==> config.mk <==
export PLATFORM = sky130hd
export DESIGN_NAME = issue_ctrl_flat
export DESIGN_NICKNAME = d
export VERILOG_FILES = /design/src/rtl/issue_ctrl_if.sv /design/src/rtl/issue_ctrl.sv /design/src/flat_wrapper.sv
export SDC_FILE = /design/constraint.sdc
export NUM_CORES = 1
export LEC_CHECK = 0
export BUFFER_PORTS_ARGS = -buffer_cell sky130_fd_sc_hd__buf_2
export CAP_MARGIN = 0
export CORE_UTILIZATION = 55
export CTS_CLUSTER_SIZE = 28
export DETAILED_ROUTE_END_ITERATION = 8
export GPL_TIMING_DRIVEN = 0
export PLACE_DENSITY_LB_ADDON = 0.3
export SYNTH_ARGS = -nofsm -noshare
export SYNTH_HDL_FRONTEND = slang
export SYNTH_SLANG_ARGS = --single-unit
export TNS_END_PERCENT = 1
==> constraint.sdc <==
create_clock -name clk_i -period 3.9 [get_ports clk_i]
set_clock_uncertainty 0.2 [all_clocks]
set_input_delay 0 -clock clk_i [delete_from_list [all_inputs] [get_ports clk_i]]
set_output_delay 0 -clock clk_i [all_outputs]
set_load 0.02 [all_outputs]
==> src/rtl/issue_ctrl_if.sv <==
// Decode, execution-unit handshake and writeback signals around the issue controller.
// The controller attaches through the slave modport; its environment drives the master side.
interface issue_ctrl_if #(
  parameter int STALL_CNT_W = 16
);
  logic                   dec_valid_i;
  logic                   dec_ready_o;
  logic                   dec_req_ra_i;
  logic                   dec_req_rb_i;
  logic [4:0]             dec_raddr_a_i;
  logic [4:0]             dec_raddr_b_i;
  logic                   dec_we_i;
  logic [4:0]             dec_waddr_i;
  logic [1:0]             dec_unit_i;
  logic                   issue_o;
  logic                   alu_req_o;
  logic                   alu_ack_i;
  logic                   pc_alu_req_o;
  logic                   pc_alu_ack_i;
  logic                   lsu_req_o;
  logic                   lsu_ack_i;
  logic                   pc_done_i;
  logic                   wb_valid_i;
  logic [4:0]             wb_waddr_i;
  logic [31:0]            busy_o;
  logic                   stall_o;
  logic                   illegal_o;
  logic [STALL_CNT_W-1:0] stall_cnt_o;

  modport master (
    output dec_valid_i, dec_req_ra_i, dec_req_rb_i, dec_raddr_a_i, dec_raddr_b_i,
           dec_we_i, dec_waddr_i, dec_unit_i, alu_ack_i, pc_alu_ack_i, lsu_ack_i,
           pc_done_i, wb_valid_i, wb_waddr_i,
    input  dec_ready_o, issue_o, alu_req_o, pc_alu_req_o, lsu_req_o, busy_o,
           stall_o, illegal_o, stall_cnt_o
  );

  modport slave (
    input  dec_valid_i, dec_req_ra_i, dec_req_rb_i, dec_raddr_a_i, dec_raddr_b_i,
           dec_we_i, dec_waddr_i, dec_unit_i, alu_ack_i, pc_alu_ack_i, lsu_ack_i,
           pc_done_i, wb_valid_i, wb_waddr_i,
    output dec_ready_o, issue_o, alu_req_o, pc_alu_req_o, lsu_req_o, busy_o,
           stall_o, illegal_o, stall_cnt_o
  );
endinterface

==> src/rtl/issue_ctrl.sv <==
// Issue-stage sequencer: RAW/WAW check against a 32-entry busy scoreboard, then
// dispatch to ALU, PC_ALU or LSU, holding after PC_ALU until the branch resolves.
module issue_ctrl #(
  parameter int STALL_CNT_W = 16
) (
  input logic         clk_i,
  input logic         rst_ni,
  issue_ctrl_if.slave bus
);

  typedef enum logic [1:0] {
    ST_IDLE     = 2'd0,
    ST_CHECK    = 2'd1,
    ST_DISPATCH = 2'd2,
    ST_BR_WAIT  = 2'd3
  } state_t;

  localparam logic [1:0] UNIT_ALU = 2'd0;
  localparam logic [1:0] UNIT_PC  = 2'd1;
  localparam logic [1:0] UNIT_LSU = 2'd2;
  localparam logic [1:0] UNIT_ILL = 2'd3;
  localparam logic [STALL_CNT_W-1:0] CNT_ONE = {{(STALL_CNT_W-1){1'b0}}, 1'b1};
  localparam logic [STALL_CNT_W-1:0] CNT_MAX = {STALL_CNT_W{1'b1}};

  state_t                 state_r;
  state_t                 state_next_s;
  logic                   req_ra_r;
  logic                   req_rb_r;
  logic                   we_r;
  logic [4:0]             raddr_a_r;
  logic [4:0]             raddr_b_r;
  logic [4:0]             waddr_r;
  logic [1:0]             unit_r;
  logic [31:0]            busy_r;
  logic [31:0]            busy_eff_s;
  logic [31:0]            busy_next_s;
  logic [31:0]            wb_clr_s;
  logic [31:0]            issue_set_s;
  logic [STALL_CNT_W-1:0] stall_cnt_r;
  logic                   alu_req_r;
  logic                   pc_alu_req_r;
  logic                   lsu_req_r;
  logic                   illegal_r;
  logic                   accept_s;
  logic                   illegal_s;
  logic                   hazard_s;
  logic                   issue_s;
  logic                   stall_s;
  logic                   transfer_s;

  // x0 maps to an all-zero vector so it can never become busy or cause a hazard
  function automatic logic [31:0] reg_onehot(input logic [4:0] addr);
    logic [31:0] vec;
    vec = 32'd0;
    if (addr != 5'd0) begin
      vec[addr] = 1'b1;
    end else begin
      vec = 32'd0;
    end
    return vec;
  endfunction

  assign accept_s   = (state_r == ST_IDLE) && bus.dec_valid_i && (bus.dec_unit_i != UNIT_ILL);
  assign illegal_s  = (state_r == ST_IDLE) && bus.dec_valid_i && (bus.dec_unit_i == UNIT_ILL);
  assign transfer_s = (alu_req_r && bus.alu_ack_i) || (pc_alu_req_r && bus.pc_alu_ack_i) ||
                      (lsu_req_r && bus.lsu_ack_i);

  // Writeback bypass, hazard detection and scoreboard next value (a set beats a clear)
  always_comb begin
    wb_clr_s = 32'd0;
    if (bus.wb_valid_i) begin
      wb_clr_s = reg_onehot(bus.wb_waddr_i);
    end else begin
      wb_clr_s = 32'd0;
    end
    busy_eff_s = busy_r & ~wb_clr_s;
    hazard_s   = (req_ra_r && busy_eff_s[raddr_a_r]) || (req_rb_r && busy_eff_s[raddr_b_r]) ||
                 (we_r && busy_eff_s[waddr_r]);
    issue_s    = (state_r == ST_CHECK) && !hazard_s;
    stall_s    = (state_r == ST_CHECK) && hazard_s;
    issue_set_s = 32'd0;
    if (issue_s && we_r) begin
      issue_set_s = reg_onehot(waddr_r);
    end else begin
      issue_set_s = 32'd0;
    end
    busy_next_s = busy_eff_s | issue_set_s;
  end

  // Next-state selection
  always_comb begin
    state_next_s = state_r;
    case (state_r)
      ST_IDLE: begin
        if (accept_s) state_next_s = ST_CHECK;
        else          state_next_s = ST_IDLE;
      end
      ST_CHECK: begin
        if (hazard_s) state_next_s = ST_CHECK;
        else          state_next_s = ST_DISPATCH;
      end
      ST_DISPATCH: begin
        if (!transfer_s)          state_next_s = ST_DISPATCH;
        else if (unit_r == UNIT_PC) state_next_s = ST_BR_WAIT;
        else                      state_next_s = ST_IDLE;
      end
      ST_BR_WAIT: begin
        if (bus.pc_done_i) state_next_s = ST_IDLE;
        else               state_next_s = ST_BR_WAIT;
      end
      default: state_next_s = ST_IDLE;
    endcase
  end

  // State, scoreboard, stall counter and registered unit requests
  always_ff @(posedge clk_i) begin
    if (!rst_ni) begin
      state_r      <= ST_IDLE;
      busy_r       <= 32'd0;
      stall_cnt_r  <= {STALL_CNT_W{1'b0}};
      alu_req_r    <= 1'b0;
      pc_alu_req_r <= 1'b0;
      lsu_req_r    <= 1'b0;
      illegal_r    <= 1'b0;
    end else begin
      state_r      <= state_next_s;
      busy_r       <= busy_next_s;
      if (stall_s && (stall_cnt_r != CNT_MAX)) begin
        stall_cnt_r <= stall_cnt_r + CNT_ONE;
      end
      alu_req_r    <= (state_next_s == ST_DISPATCH) && (unit_r == UNIT_ALU);
      pc_alu_req_r <= (state_next_s == ST_DISPATCH) && (unit_r == UNIT_PC);
      lsu_req_r    <= (state_next_s == ST_DISPATCH) && (unit_r == UNIT_LSU);
      illegal_r    <= illegal_s;
    end
  end

  // Instruction capture on acceptance
  always_ff @(posedge clk_i) begin
    if (!rst_ni) begin
      req_ra_r  <= 1'b0;
      req_rb_r  <= 1'b0;
      we_r      <= 1'b0;
      raddr_a_r <= 5'd0;
      raddr_b_r <= 5'd0;
      waddr_r   <= 5'd0;
      unit_r    <= UNIT_ALU;
    end else if (accept_s) begin
      req_ra_r  <= bus.dec_req_ra_i;
      req_rb_r  <= bus.dec_req_rb_i;
      we_r      <= bus.dec_we_i;
      raddr_a_r <= bus.dec_raddr_a_i;
      raddr_b_r <= bus.dec_raddr_b_i;
      waddr_r   <= bus.dec_waddr_i;
      unit_r    <= bus.dec_unit_i;
    end
  end

  assign bus.dec_ready_o  = (state_r == ST_IDLE) && rst_ni;
  assign bus.issue_o      = issue_s;
  assign bus.stall_o      = stall_s;
  assign bus.alu_req_o    = alu_req_r;
  assign bus.pc_alu_req_o = pc_alu_req_r;
  assign bus.lsu_req_o    = lsu_req_r;
  assign bus.illegal_o    = illegal_r;
  assign bus.busy_o       = busy_r;
  assign bus.stall_cnt_o  = stall_cnt_r;

endmodule
==> src/flat_wrapper.sv <==
// flat-port wrapper written by rule: the top's interface ports become plain ports
module issue_ctrl_flat 
#(
  parameter int STALL_CNT_W = 16
)
  (clk_i, rst_ni, bus_dec_valid_i, bus_dec_req_ra_i, bus_dec_req_rb_i, bus_dec_raddr_a_i, bus_dec_raddr_b_i, bus_dec_we_i, bus_dec_waddr_i, bus_dec_unit_i, bus_alu_ack_i, bus_pc_alu_ack_i, bus_lsu_ack_i, bus_pc_done_i, bus_wb_valid_i, bus_wb_waddr_i, bus_dec_ready_o, bus_issue_o, bus_alu_req_o, bus_pc_alu_req_o, bus_lsu_req_o, bus_busy_o, bus_stall_o, bus_illegal_o, bus_stall_cnt_o);
  issue_ctrl_if #(.STALL_CNT_W(STALL_CNT_W)) bus_i ();
  input logic clk_i;
  input logic rst_ni;
  input wire logic [$bits(bus_i.dec_valid_i)-1:0] bus_dec_valid_i;
  input wire logic [$bits(bus_i.dec_req_ra_i)-1:0] bus_dec_req_ra_i;
  input wire logic [$bits(bus_i.dec_req_rb_i)-1:0] bus_dec_req_rb_i;
  input wire logic [$bits(bus_i.dec_raddr_a_i)-1:0] bus_dec_raddr_a_i;
  input wire logic [$bits(bus_i.dec_raddr_b_i)-1:0] bus_dec_raddr_b_i;
  input wire logic [$bits(bus_i.dec_we_i)-1:0] bus_dec_we_i;
  input wire logic [$bits(bus_i.dec_waddr_i)-1:0] bus_dec_waddr_i;
  input wire logic [$bits(bus_i.dec_unit_i)-1:0] bus_dec_unit_i;
  input wire logic [$bits(bus_i.alu_ack_i)-1:0] bus_alu_ack_i;
  input wire logic [$bits(bus_i.pc_alu_ack_i)-1:0] bus_pc_alu_ack_i;
  input wire logic [$bits(bus_i.lsu_ack_i)-1:0] bus_lsu_ack_i;
  input wire logic [$bits(bus_i.pc_done_i)-1:0] bus_pc_done_i;
  input wire logic [$bits(bus_i.wb_valid_i)-1:0] bus_wb_valid_i;
  input wire logic [$bits(bus_i.wb_waddr_i)-1:0] bus_wb_waddr_i;
  output wire logic [$bits(bus_i.dec_ready_o)-1:0] bus_dec_ready_o;
  output wire logic [$bits(bus_i.issue_o)-1:0] bus_issue_o;
  output wire logic [$bits(bus_i.alu_req_o)-1:0] bus_alu_req_o;
  output wire logic [$bits(bus_i.pc_alu_req_o)-1:0] bus_pc_alu_req_o;
  output wire logic [$bits(bus_i.lsu_req_o)-1:0] bus_lsu_req_o;
  output wire logic [$bits(bus_i.busy_o)-1:0] bus_busy_o;
  output wire logic [$bits(bus_i.stall_o)-1:0] bus_stall_o;
  output wire logic [$bits(bus_i.illegal_o)-1:0] bus_illegal_o;
  output wire logic [$bits(bus_i.stall_cnt_o)-1:0] bus_stall_cnt_o;
  assign bus_i.dec_valid_i = bus_dec_valid_i;
  assign bus_i.dec_req_ra_i = bus_dec_req_ra_i;
  assign bus_i.dec_req_rb_i = bus_dec_req_rb_i;
  assign bus_i.dec_raddr_a_i = bus_dec_raddr_a_i;
  assign bus_i.dec_raddr_b_i = bus_dec_raddr_b_i;
  assign bus_i.dec_we_i = bus_dec_we_i;
  assign bus_i.dec_waddr_i = bus_dec_waddr_i;
  assign bus_i.dec_unit_i = bus_dec_unit_i;
  assign bus_i.alu_ack_i = bus_alu_ack_i;
  assign bus_i.pc_alu_ack_i = bus_pc_alu_ack_i;
  assign bus_i.lsu_ack_i = bus_lsu_ack_i;
  assign bus_i.pc_done_i = bus_pc_done_i;
  assign bus_i.wb_valid_i = bus_wb_valid_i;
  assign bus_i.wb_waddr_i = bus_wb_waddr_i;
  assign bus_dec_ready_o = bus_i.dec_ready_o;
  assign bus_issue_o = bus_i.issue_o;
  assign bus_alu_req_o = bus_i.alu_req_o;
  assign bus_pc_alu_req_o = bus_i.pc_alu_req_o;
  assign bus_lsu_req_o = bus_i.lsu_req_o;
  assign bus_busy_o = bus_i.busy_o;
  assign bus_stall_o = bus_i.stall_o;
  assign bus_illegal_o = bus_i.illegal_o;
  assign bus_stall_cnt_o = bus_i.stall_cnt_o;
  issue_ctrl #(.STALL_CNT_W(STALL_CNT_W)) u_core (.clk_i(clk_i), .rst_ni(rst_ni), .bus(bus_i));
endmodule
Word-level counts from Yosys, hierarchy flattened
Index checks and enable logic that the tools add are counted.
Widths: inputs -> output; s select.
{"block": "classes", "n_addsub": 1, "magnitude_cmp": 6, "eq_ne": 9, "mux": 20, "bitwise_logic": 3, "n_reduce_logical": 28}
{"cell": "$mux 32", "n": 4}
{"cell": "$and 32x32->32", "n": 1}
{"cell": "$not 32->32", "n": 1}
{"cell": "$or 32x32->32", "n": 1}
{"cell": "$lt 5x6->1 const B", "n": 4}
{"cell": "$logic_and 1x1->1", "n": 19}
{"cell": "$add 16x1->16 const B", "n": 1}
{"cell": "$ne 16x16->1 const B", "n": 1}
{"cell": "$bmux 1 s5", "n": 3}
{"cell": "$demux 1 s5", "n": 2}
{"cell": "$eq 2x2->1 const B", "n": 5}
{"cell": "$ge 5x1->1 const B", "n": 2}
{"cell": "$reduce_bool 5->1", "n": 2}
{"cell": "$mux 2", "n": 4}
{"cell": "$pmux 2 s4", "n": 1}
{"cell": "$mux 1", "n": 6}
{"cell": "$eq 2x1->1 const B", "n": 2}
{"cell": "$logic_not 2->1", "n": 2}
{"cell": "$logic_or 1x1->1", "n": 4}
{"cell": "$ne 2x2->1 const B", "n": 1}
{"cell": "$logic_not 1->1", "n": 1}
{"block": "totals", "regBits": 74, "input_bits": 33, "wordCells": 81}

Longest topological paths before layout
{"block": "depth", "ltp_word": 18, "mapped_depth": 11, "mapped_depth_nobuf": 8}

Worst setup path before layout
OpenSTA, ideal clock, no wires.
{"block": "synth_path", "kind": "reg-to-reg", "from": "register u_core.waddr_r[0]", "to": "register u_core.stall_cnt_r[7] (netlist: u_core.bus.stall_cnt_o[7])", "setup_ns": 0.070, "t_arrival_ns": 2.588, "required_time_ns": 3.630, "path_slack_ns": 1.042, "stages_incl_launch_ff": 11, "path_buffers": 3, "synth_period_minus_slack_ns": 2.858, "path_cell_list": "dfxtp_1 clkbuf_1 clkbuf_1 o211ai_1 o211ai_1 nand4_1 nor4_1 a2111oi_4 buf_6 or4_1 a21oi_1"}
{"block": "synth_between", "elab_chain_len": 6}
{"element": "from (decl)", "line_no": "issue_ctrl.sv:32", "source": "logic [4:0] waddr_r;"}
{"element": "from (signal assigned)", "line_no": "issue_ctrl.sv:154", "source": "waddr_r <= bus.dec_waddr_i;"}
{"element": "$bmux 1 s5", "line_no": "issue_ctrl.sv:78", "source": "(we_r && busy_eff_s[waddr_r]);"}
{"element": "$mux 1 (not written as such)", "line_no": "issue_ctrl.sv:78"}
{"element": "$logic_and 1x1->1", "line_no": "issue_ctrl.sv:78"}
{"element": "$logic_or 1x1->1", "line_no": "issue_ctrl.sv:77", "source": "hazard_s = (req_ra_r && busy_eff_s[raddr_a_r]) || (req_rb_r && busy_eff_s[raddr_b_r]) ||"}
{"element": "$logic_and 1x1->1", "line_no": "issue_ctrl.sv:80", "source": "stall_s = (state_r == ST_CHECK) && hazard_s;"}
{"element": "$logic_and 1x1->1", "line_no": "issue_ctrl.sv:128", "source": "if (stall_s && (stall_cnt_r != CNT_MAX)) begin"}
{"element": "to (signal assigned)", "line_no": "issue_ctrl.sv:120", "source": "stall_cnt_r <= {STALL_CNT_W{1'b0}};"}
{"element": "to (signal assigned)", "line_no": "issue_ctrl.sv:129", "source": "stall_cnt_r <= stall_cnt_r + CNT_ONE;"}
{"element": "to (decl)", "line_no": "issue_ctrl.sv:39", "source": "logic [STALL_CNT_W-1:0] stall_cnt_r;"}
Every way passes these cells. The select of a mux whose other input is x is not followed.
A chain may end at the register's enable or synchronous reset.

Worst setup path after layout
{"block": "layout_path", "from": "register u_core.waddr_r[0]", "to": "output port bus_issue_o"}
{"block": "layout_between", "elab_chain_len": 6}
{"element": "$bmux 1 s5", "line_no": "issue_ctrl.sv:78"}
{"element": "$mux 1 (not written as such)", "line_no": "issue_ctrl.sv:78"}
{"element": "$logic_and 1x1->1", "line_no": "issue_ctrl.sv:78"}
{"element": "$logic_or 1x1->1", "line_no": "issue_ctrl.sv:77"}
{"element": "$logic_not 1->1", "line_no": "issue_ctrl.sv:79", "source": "issue_s = (state_r == ST_CHECK) && !hazard_s;"}
{"element": "$logic_and 1x1->1", "line_no": "issue_ctrl.sv:79"}
{"element": "to (decl)", "line_no": "flat_wrapper.sv:25", "source": "output wire logic [$bits(bus_i.issue_o)-1:0] bus_issue_o;"}
Every way passes these cells. The select of a mux whose other input is x is not followed.

==> flow_metrics.env <==
export IMPL_power_leakage_nw=1.90
export IMPL_slowest_stage="clkbuf_1"
export IMPL_cts_buffer_depth=2
export IMPL_synth_distinct_cells=60
export IMPL_power_per_cell_area_nw_per_um2=313
export IMPL_async_flop_share=0
export IMPL_setup_violations=0
export IMPL_dieWidth_um=90.5
export IMPL_firstDrtPassIters=5
export IMPL_synth_area_um2=4310
export IMPL_final_cells=758
export IMPL_multi_input_area_um2=2600
export IMPL_drv_slew=0
export IMPL_dp_final_hpwl_um=11300
export IMPL_p_total_mw=1.65
export IMPL_cp_slowest_stage_delay_ps=500
export IMPL_internal_power_mw=1.16
export IMPL_coreArea_um2=7410
export IMPL_start_util=0.581
export IMPL_vdd_ir_drop_max_mv=0.265
export IMPL_yosysSeqAreaShare=0.344
export IMPL_hold_viol=0
export IMPL_grt_pass1_vias=4786
export IMPL_switching_share=0.301
export IMPL_numCtsBuffers=9
export IMPL_postLayoutCoreUtil=0.714
export IMPL_avgSynthCellArea_um2=8.06
export IMPL_combPwrFrac=0.157
export IMPL_die_y_um=90.5
export IMPL_ys_ff_latch=74
export IMPL_setup_ws_ps=175
export IMPL_required_ps=3700
export IMPL_synth_top_area_share=0.344
export IMPL_crit_chain="clkbuf_1, clkbuf_1, o211ai_1, o211ai_1, nand4_1, nor4_1, a2111oi_4, buf_6, buf_2, and2_1, buf_2"
export IMPL_synth_edf_count=0
export IMPL_placed_cells=720
export IMPL_synth_warnings=0
export IMPL_drcViolationCount=0
export IMPL_route_vias_total=5110
export IMPL_drive_above_1_share=0.184
export IMPL_cp_start_kind="flop"
export IMPL_viasPerCell=6.74
export IMPL_drtAntennaViolNets=0
export IMPL_min_period_over_period=0.955
export IMPL_cp_end_kind="output port"
export IMPL_cts_setup_buffers=0
export IMPL_path_clk_slew_ps=80
export IMPL_power_frac_seq=0.478
export IMPL_synth_mux_area_frac=0.0494
export IMPL_ctsHtreeMaxLevel=3
export IMPL_synth_compound_gate_area_share=0.290
export IMPL_register_area_um2=1480
export IMPL_die_area_um2=8190
export IMPL_cts_root_buf="clkbuf_8"
export IMPL_grt_overflow=0
export IMPL_area_growth_pct=22.8
export IMPL_cap_violations=0
export IMPL_synth_most_common_cell="nand2_1"
export IMPL_gp_congestion=0.997
export IMPL_synth_simple_area_share=0.258
export IMPL_routedWlPerCell_um=20.6
export IMPL_cts_tree="yes"
export IMPL_synthAdderAreaFrac=0.00291
export IMPL_max_freq_mhz=268
export IMPL_grtUsageTotal=0.378
export IMPL_finalSetupTns_ps=0
export IMPL_syn_num_nets=568
export IMPL_synth_top_family_by_area="compound AO/OA/AOI/OAI gates"
export IMPL_num_nets_final=688
export IMPL_crit_arrival_ps=3530
export IMPL_worstMarginPinSlew_ps=836
export IMPL_synth_top_flop_cell="dfxtp_1"
export IMPL_p_switching_mw=0.498
export IMPL_path_class="flop to output port"
export IMPL_drt_iter0_drc=511
export IMPL_diodes=0
export IMPL_insertion_delay_ps=350
export IMPL_place_ws_ps=195
export IMPL_clock_sinks=74
export IMPL_min_path_type="input port to flop"
export IMPL_crit_fanout=10
export IMPL_ios=88
export IMPL_wl_um=15600
export IMPL_period_needed_ps=3730
export IMPL_grt_max_degree=14
export IMPL_fillers=614
export IMPL_io_buffers=87
export IMPL_status="complete, no violations"
export IMPL_synth_area_top_cells="dfxtp_1 (34%), nand2_1 (6.8%), o211ai_1 (4.4%)"
export IMPL_rows=31
export IMPL_synthCells=534
export IMPL_yosys_area_top_type="dfxtp_1"
export IMPL_synth_xor_area_frac=0.00407
export IMPL_synth_commonest_cells="nand2_1 (78), dfxtp_1 (74), clkbuf_1 (36)"
export IMPL_clkPwrFrac=0.365
export IMPL_max_slew_margin_rel=0.437
export IMPL_antenna_found_initial=0
export IMPL_rsz0062_at_grt="no"
export IMPL_grt_pass1_wl_um=24300
-- sequential cells by signal, indices dropped and copies added (netlist names) --
name	flops
u_core.req_ra_r	1
u_core.raddr_a_r	5
u_core.req_rb_r	1
u_core.bus.alu_req_o	1
u_core.bus.pc_alu_req_o	1
u_core.unit_r	2
u_core.we_r	1
u_core.raddr_b_r	5
u_core.bus.lsu_req_o	1
u_core.bus.busy_o	32
u_core.bus.stall_cnt_o	16
u_core.state_r	2
u_core.bus.illegal_o	1
u_core.waddr_r	5
-- cell families (layout without fill, tap and decap cells) --
kind of cell / Yosys count / count (layout)
fa+ha+maj: 1 / 1
mux: 16 / 16
flops: 74 / 74
xor+xnor: 2 / 2
simple gates: 205 / 205
compound gates: 180 / 180
buf+inv: 56 / 181
-- power by group through the flow --
| stage | registers [mW] | logic [mW] | clock network (mW) |
|---|---|---|---|
| 6_report | 0.790 | 0.259 | 0.604 |
| 5_1_grt | 0.793 | 0.278 | 0.642 |
| 4_1_cts | 0.787 | 0.251 | 0.609 |
| 3_5_place_dp | 0.805 | 0.232 | 0 |
| 3_3_place_gp | 0.804 | 0.226 | 0 |
| 2_1_floorplan | 0.802 | 0.153 | 0 |
-- worst paths after layout --
check                            start                         to  slack (ps)  cells past startpoint
max                  u_core.waddr_r[0]                bus_issue_o         170                     11
min                  bus_wb_waddr_i[1]      u_core.bus.busy_o[20]          80                      5
max reg2reg        u_core.raddr_b_r[0]       u_core.bus.busy_o[4]         220                      9
min reg2reg  u_core.bus.stall_cnt_o[8]  u_core.bus.stall_cnt_o[8]         290                      2
-- per-layer routing --
| layer | wire length (µm) | GRT usage |
|---|---|---|
| met3 | 1570 | 0.0833 |
| met2 | 7390 | 0.611 |
| met5 | 0 | 0 |
| met4 | 731 | 0.227 |
| met1 | 5950 | 0.457 |
-- per-stage QoR --
step                      cell area (µm²)  hold slack, ps
after floorplan                      4310           -64.0
after CTS                            5290            69.1
after global routing                 5290             117
after global placement               4870            41.7
final                                5290            75.6
after detailed placement             4870            51.3
-- critical path: cells and delay by family (launching register included) --
kind / cells / cell delay [ps]
buf+inv: 5 / 1490
compound gates: 3 / 600
simple gates: 3 / 760
flops: 1 / 310
-- area by class of cell --
cell class | count | share of cell area
Multi-Input combinational cell | 404 | 0.492
Clock buffer | 10 | 0.0241
Sequential cell | 74 | 0.280
Buffer | 41 | 0.0322
Timing Repair Buffer | 110 | 0.126
Inverter | 14 | 0.00994
Clock inverter | 6 | 0.0125
Tap cell | 99 | 0.0234
-- placed cells by master, fill, tap and decap left out, types with 4 or more instances in the layout --
master         count
o211ai_1          25
nand3_1           15
nand2b_1          15
o22ai_1           25
mux2i_1           10
o21a_1             6
dfxtp_1           74
o2111ai_1         14
nand4_1            9
nor4_1            11
buf_2             89
mux4_2             4
o41ai_1            7
a21oi_1           31
nor2_1            14
clkbuf_1          34
nor3b_1            6
o21ai_0           17
a32oi_1            4
o31ai_1           11
nand2_1           78
or4_1              7
dlygate4sd3_1     23
inv_1             14
o21ai_1           19
nor2b_1            7
clkbuf_8           9
nor3_1             9
and3_1             7
-- what timing repair did --
| action | CTS | global route |
|---|---|---|
| hold buffers | 23 | 0 |
| setup endpoints to repair | 0 | 8 |
| endpoints found under the hold margin | 26 | 0 |
| gates resized for setup | 0 | 4 |
Note: power is estimated with default switching activity, not from simulation.
